### src/rtl/clkdiv_pkg.sv
// Shared types and helpers for the divided-clock monitor.
package clkdiv_pkg;

  // Measurement FSM states
  typedef enum logic [1:0] {
    IDLE = 2'd0,
    ARM  = 2'd1,
    HIGH = 2'd2,
    LOW  = 2'd3
  } state_e;

  localparam int unsigned CNT_W_DEF   = 8;
  localparam int unsigned TIMEOUT_DEF = 255;

  // Unsigned |a - b|; operands are zero-extended counter values well below 2**31,
  // so the 32-bit difference never wraps.
  function automatic logic [31:0] abs_diff(input logic [31:0] a, input logic [31:0] b);
    return (a >= b) ? (a - b) : (b - a);
  endfunction

endpackage

### src/rtl/sync_edge.sv
// Two-flop synchronizer plus one delay flop; yields the synchronized level
// and single-cycle rise/fall strobes. Reusable for any asynchronous input.
module sync_edge (
  input  logic clk,
  input  logic clr,
  input  logic async_in,
  output logic level,
  output logic rise,
  output logic fall
);

  // sh_q[0] = s1, sh_q[1] = s2, sh_q[2] = s3
  logic [2:0] sh_d;
  logic [2:0] sh_q;

  // Next value of the shift chain
  always_comb begin
    sh_d = {sh_q[1:0], async_in};
  end

  // Synchronizer and delay registers
  always_ff @(posedge clk or negedge clr) begin
    if (!clr) begin
      sh_q <= '0;
    end else begin
      sh_q <= sh_d;
    end
  end

  assign level = sh_q[1];
  assign rise  = sh_q[1] & ~sh_q[2];
  assign fall  = ~sh_q[1] & sh_q[2];

endmodule

### src/rtl/clkdiv_monitor.sv
// Measures period and high time of a divided clock in clk cycles, compares
// the period against an expected value and reports ok / out-of-range / stuck.
module clkdiv_monitor
  import clkdiv_pkg::*;
#(
  parameter int unsigned EXP_PERIOD = 8,
  parameter int unsigned TOL        = 0,
  parameter int unsigned CNT_W      = CNT_W_DEF,
  parameter int unsigned TIMEOUT    = TIMEOUT_DEF
) (
  input  logic             clk,
  input  logic             clr,
  input  logic             div_in,
  input  logic             start,
  output logic             busy,
  output logic             valid,
  output logic [CNT_W-1:0] period,
  output logic [CNT_W-1:0] high_time,
  output logic             ok,
  output logic             err_period,
  output logic             err_stuck
);

  localparam logic [CNT_W-1:0] CNT_MAX   = '1;
  localparam logic [CNT_W-1:0] TIMEOUT_C = CNT_W'(TIMEOUT);
  localparam logic [CNT_W-1:0] CNT_ONE   = CNT_W'(1);

  logic div_level_unused;
  logic div_rise;
  logic div_fall;

  sync_edge u_sync (
    .clk      (clk),
    .clr      (clr),
    .async_in (div_in),
    .level    (div_level_unused),
    .rise     (div_rise),
    .fall     (div_fall)
  );

  state_e           state_d, state_q;
  logic [CNT_W-1:0] cnt_d, cnt_q;
  logic [CNT_W-1:0] period_d, period_q;
  logic [CNT_W-1:0] high_d, high_q;
  logic             valid_d, valid_q;
  logic             ok_d, ok_q;
  logic             errp_d, errp_q;
  logic             errs_d, errs_q;

  logic [CNT_W-1:0] cnt_inc;
  logic             timeout_hit;
  logic             in_tol;

  // Saturating increment, timeout detect and tolerance compare on the live count
  always_comb begin
    cnt_inc     = (cnt_q == CNT_MAX) ? cnt_q : cnt_q + CNT_ONE;
    timeout_hit = (cnt_q == TIMEOUT_C);
    in_tol      = (abs_diff(32'(cnt_q), EXP_PERIOD) <= TOL);
  end

  // FSM next-state, counter and result update
  always_comb begin
    state_d  = state_q;
    cnt_d    = cnt_q;
    period_d = period_q;
    high_d   = high_q;
    valid_d  = 1'b0;
    ok_d     = ok_q;
    errp_d   = errp_q;
    errs_d   = errs_q;
    case (state_q)
      IDLE: begin
        if (start) begin
          state_d = ARM;
          cnt_d   = '0;
          ok_d    = 1'b0;
          errp_d  = 1'b0;
          errs_d  = 1'b0;
        end
      end
      ARM: begin
        // An edge arriving together with the timeout still starts a measurement
        if (div_rise) begin
          cnt_d   = CNT_ONE;
          state_d = HIGH;
        end else if (timeout_hit) begin
          errs_d  = 1'b1;
          valid_d = 1'b1;
          state_d = IDLE;
        end else begin
          cnt_d = cnt_inc;
        end
      end
      HIGH: begin
        // Timeout takes priority here: past TIMEOUT the count could never
        // match it again and LOW would only end on a rise
        if (timeout_hit) begin
          errs_d  = 1'b1;
          valid_d = 1'b1;
          state_d = IDLE;
        end else begin
          cnt_d = cnt_inc;
          if (div_fall) begin
            high_d  = cnt_q;
            state_d = LOW;
          end
        end
      end
      LOW: begin
        if (div_rise) begin
          period_d = cnt_q;
          ok_d     = in_tol;
          errp_d   = ~in_tol;
          valid_d  = 1'b1;
          state_d  = IDLE;
        end else if (timeout_hit) begin
          errs_d  = 1'b1;
          valid_d = 1'b1;
          state_d = IDLE;
        end else begin
          cnt_d = cnt_inc;
        end
      end
      default: state_d = IDLE;
    endcase
  end

  // State, counter and result registers
  always_ff @(posedge clk or negedge clr) begin
    if (!clr) begin
      state_q  <= IDLE;
      cnt_q    <= '0;
      period_q <= '0;
      high_q   <= '0;
      valid_q  <= 1'b0;
      ok_q     <= 1'b0;
      errp_q   <= 1'b0;
      errs_q   <= 1'b0;
    end else begin
      state_q  <= state_d;
      cnt_q    <= cnt_d;
      period_q <= period_d;
      high_q   <= high_d;
      valid_q  <= valid_d;
      ok_q     <= ok_d;
      errp_q   <= errp_d;
      errs_q   <= errs_d;
    end
  end

  assign busy       = (state_q != IDLE);
  assign valid      = valid_q;
  assign period     = period_q;
  assign high_time  = high_q;
  assign ok         = ok_q;
  assign err_period = errp_q;
  assign err_stuck  = errs_q;

endmodule
### config.mk
export PLATFORM = sky130hd
export DESIGN_NAME = clkdiv_monitor
export DESIGN_NICKNAME = d
export VERILOG_FILES = /design/src/rtl/clkdiv_pkg.sv /design/src/rtl/sync_edge.sv /design/src/rtl/clkdiv_monitor.sv
export SDC_FILE = /design/constraint.sdc
export NUM_CORES = 1
export LEC_CHECK = 0
export CAP_MARGIN = 10
export CORE_UTILIZATION = 57
export CTS_CLUSTER_DIAMETER = 40
export CTS_CLUSTER_SIZE = 25
export DETAILED_ROUTE_END_ITERATION = 10
export GPL_TIMING_DRIVEN = 0
export PLACE_DENSITY = 0.92
export REMOVE_ABC_BUFFERS = 1
export SLEW_MARGIN = 25
export SYNTH_ARGS = -nofsm -noshare
export SYNTH_HDL_FRONTEND = slang
export SYNTH_SLANG_ARGS = --single-unit
### constraint.sdc
create_clock -name clk -period 6.1 [get_ports clk]
set_clock_uncertainty 0.15 [all_clocks]
set_input_delay 0.915 -clock clk [delete_from_list [all_inputs] [get_ports clk]]
set_output_delay 0.915 -clock clk [all_outputs]
set_load 0.005 [all_outputs]
==> results.cfg <==
[status]
outcome = complete, no violations

[setup_path]
path_delay_family = flip-flops
path_buf_inv = 1
worstSetupPathType = reg2out
cp_slowest_cell = dfrtp_1
startpoint_type = flip-flop
slowest_delay_ns = 0.48
end_kind = output port
path_cells = or2_2 -> clkdlybuf4s50_1
required_ns = 5.03
crit_arrival_ns = 1.63
worst-path-max-fanout = 10

[clocking]
clkLatencyLatePin_ns = 0.34
cts_root_buf = clkbuf_4
hold_buffers = 0
clk_pin_slew_worst_paths_ns = 0.09
cts_tree = built
post-cts-setup-buffers = 0
numCtsBuffers = 5
h-tree-depth = 2
ctsResizeCount = 0
clock-sinks = 33
clockBufferDepth = 2

[global_route]
antenna_found_initial = 0
gr-total-overflow = 0
grt_max_degree = 34
gr-usage-all-layers = 0.232
grt_pass1_vias = 1159
grt_pass1_wl_microns = 5460

[drt]
ant_nets = 0
initialDrtViolationCount = 34
drt_pass1_iterations = 4
wl_met2_microns = 1790
wl_microns = 3320
dr_wl_met3_microns = 171
viasPerCell = 6.24
vias = 1230
wire_per_inst_microns = 16.9
top_layer = met4
drc = 0
wl_met1_microns = 1310

[yosys]
syn_inst = 145
synthArstFlopShare = 1.00
synth_area_sq_um = 1640
synth_flop_cell = dfrtp_1
synth_warnings = 0
synth-seq-area-share = 0.505
synth.avg_cell_area_sq_um = 11.3
synth_cell_types = 41
synth_seq_cells = 33
synth_edf_count = 0

[sta]
tightest_slew_ns = 0.729
report.final.slew_viol_count = 0
slew_headroom = 0.514
setup_viol = 0
finalCritPeriodShare = 0.442
min_period_ns = 2.70
final.setup.tns_ns = 0
rsz0062_at_grt = no
hold_viol_final = 0
fmax_mhz = 371

[floorplanning]
die_height_microns = 55.6
start_util = 0.599
io_pins = 25
dieArea_sq_um = 3090
coreArea_sq_um = 2730
die_w_microns = 55.6
rows = 19

[hold_path]
hp-class = reg2reg

[placed_design]
detailed_place_hpwl_microns = 2330
place.gp.congestion = 0.829
port_buffers = 24

[power_and_ir_drop]
p_per_area_nw_per_um2 = 383
ir_worst_vdd_uv = 292
leakage_nw = 0.870

[cells_and_area]
antenna_cells = 0
final_util = 0.699
fin_nets = 177
area_growth_syn_to_layout_pct = 16.7
layout-drive-gt1-share = 0.157

[job]
maxCapViolations = 0
-- state kept, by name, summed over array words and instances, names as in the netlist --
name / flops
err_period: 1
err_stuck: 1
ok: 1
state_q: 2
high_time: 8
cnt_q: 8
period: 8
valid: 1
u_sync.sh_q: 3
-- through the flow --
stage | std cells | worst slack (ns) | power, mW | instance area [sq um] | hold slack (ns)
2_1_floorplan | 136 | 3.87 | 0.493 | 1590 | 0.181
3_3_place_gp | 191 | 3.39 | 0.604 | 1870 | 0.190
3_5_place_dp | 191 | 3.59 | 0.624 | 1870 | 0.189
4_1_cts | 197 | 3.39 | 0.733 | 1910 | 0.214
5_1_grt | 197 | 3.33 | 0.779 | 1910 | 0.226
6_report | 197 | 3.40 | 0.732 | 1910 | 0.212
-- power by group --
group,internal [mW],total (mW),switching [mW],leakage (nW)
Clock,0.0399,0.109,0.0693,0.0269
Combinational,0.158,0.283,0.126,0.409
Sequential,0.272,0.339,0.0673,0.434
-- placed cells by master, fill, tap and decap left out, types with 3 or more instances in the layout --
cell type	n
clkbuf_4	5
nand2_1	9
a31oi_1	3
or3_1	3
dfrtp_1	33
mux2_4	8
o21ai_0	11
clkdlybuf4s50_1	23
mux2_2	5
nor2_1	4
a21oi_1	9
nand3_1	5
nand2b_1	4
inv_1	4
ha_1	6
-- final timing paths --
path,startpoint,endpoint,slack [ns],cells past startpoint
max in group asynchronous,clr,high_time[0],4.85,1
min in group asynchronous,clr,cnt_q[7],0.47,1
hold / removal,u_sync.sh_q[0],u_sync.sh_q[1],0.21,0
setup / recovery,state_q[1],busy,3.40,2
hold reg to reg,u_sync.sh_q[0],u_sync.sh_q[1],0.21,0
setup reg to reg,cnt_q[0],high_time[0],3.64,5
-- synthesized netlist by cell type (2+ instances only) --
library cell | count | area share
a31oi_1 | 3 | 0.011
or3_1 | 3 | 0.011
nor4b_1 | 2 | 0.011
nor3_1 | 2 | 0.0061
inv_1 | 4 | 0.0092
ha_1 | 6 | 0.046
or4_1 | 2 | 0.0092
nand2b_1 | 4 | 0.015
nand2_1 | 9 | 0.021
a21oi_1 | 9 | 0.028
mux2_4 | 8 | 0.073
dfrtp_1 | 33 | 0.50
nand3_1 | 5 | 0.015
and3b_1 | 2 | 0.011
o21ai_0 | 11 | 0.034
and4_4 | 2 | 0.014
nand4_1 | 2 | 0.0076
o31ai_1 | 2 | 0.0092
mux2_2 | 5 | 0.034
nor2_1 | 4 | 0.0092
clkbuf_1 | 7 | 0.016
-- worst reg2reg max path: stages, from the launching register on --
cell and delay, ns:
dfrtp_1 0.51, ha_1 0.30, and4_4 0.19, and4_4 0.24, or3_1 0.58, mux2_4 0.37
-- cells by family after synthesis --
kind of cell | count (synthesis) | synth area share
AND/OR/NAND/NOR | 44 | 0.166
adder cells (fa/ha/maj) | 6 | 0.0459
multiplexers | 14 | 0.114
buffers and inverters | 13 | 0.0352
AO/OA/AOI/OAI | 35 | 0.135
flip-flops | 33 | 0.505
-- layout make-up --
cell class	count	area, sq um
Sequential cell	33	826
Timing Repair Buffer	24	235
Multi-Input combinational cell	99	753
Clock inverter	1	5.00
Fill cell	200	823
Tap cell	31	38.8
Clock buffer	5	37.5
Inverter	4	15.0
-- per-layer routing --
layer / up-vias / track usage
met3: 7 / 0.0698
met1: 607 / 0.278
met2: 41 / 0.396
li1: 575 / -
met5: - / 0
met4: 0 / 0.0857
Note: power is estimated with default switching activity, not from simulation.
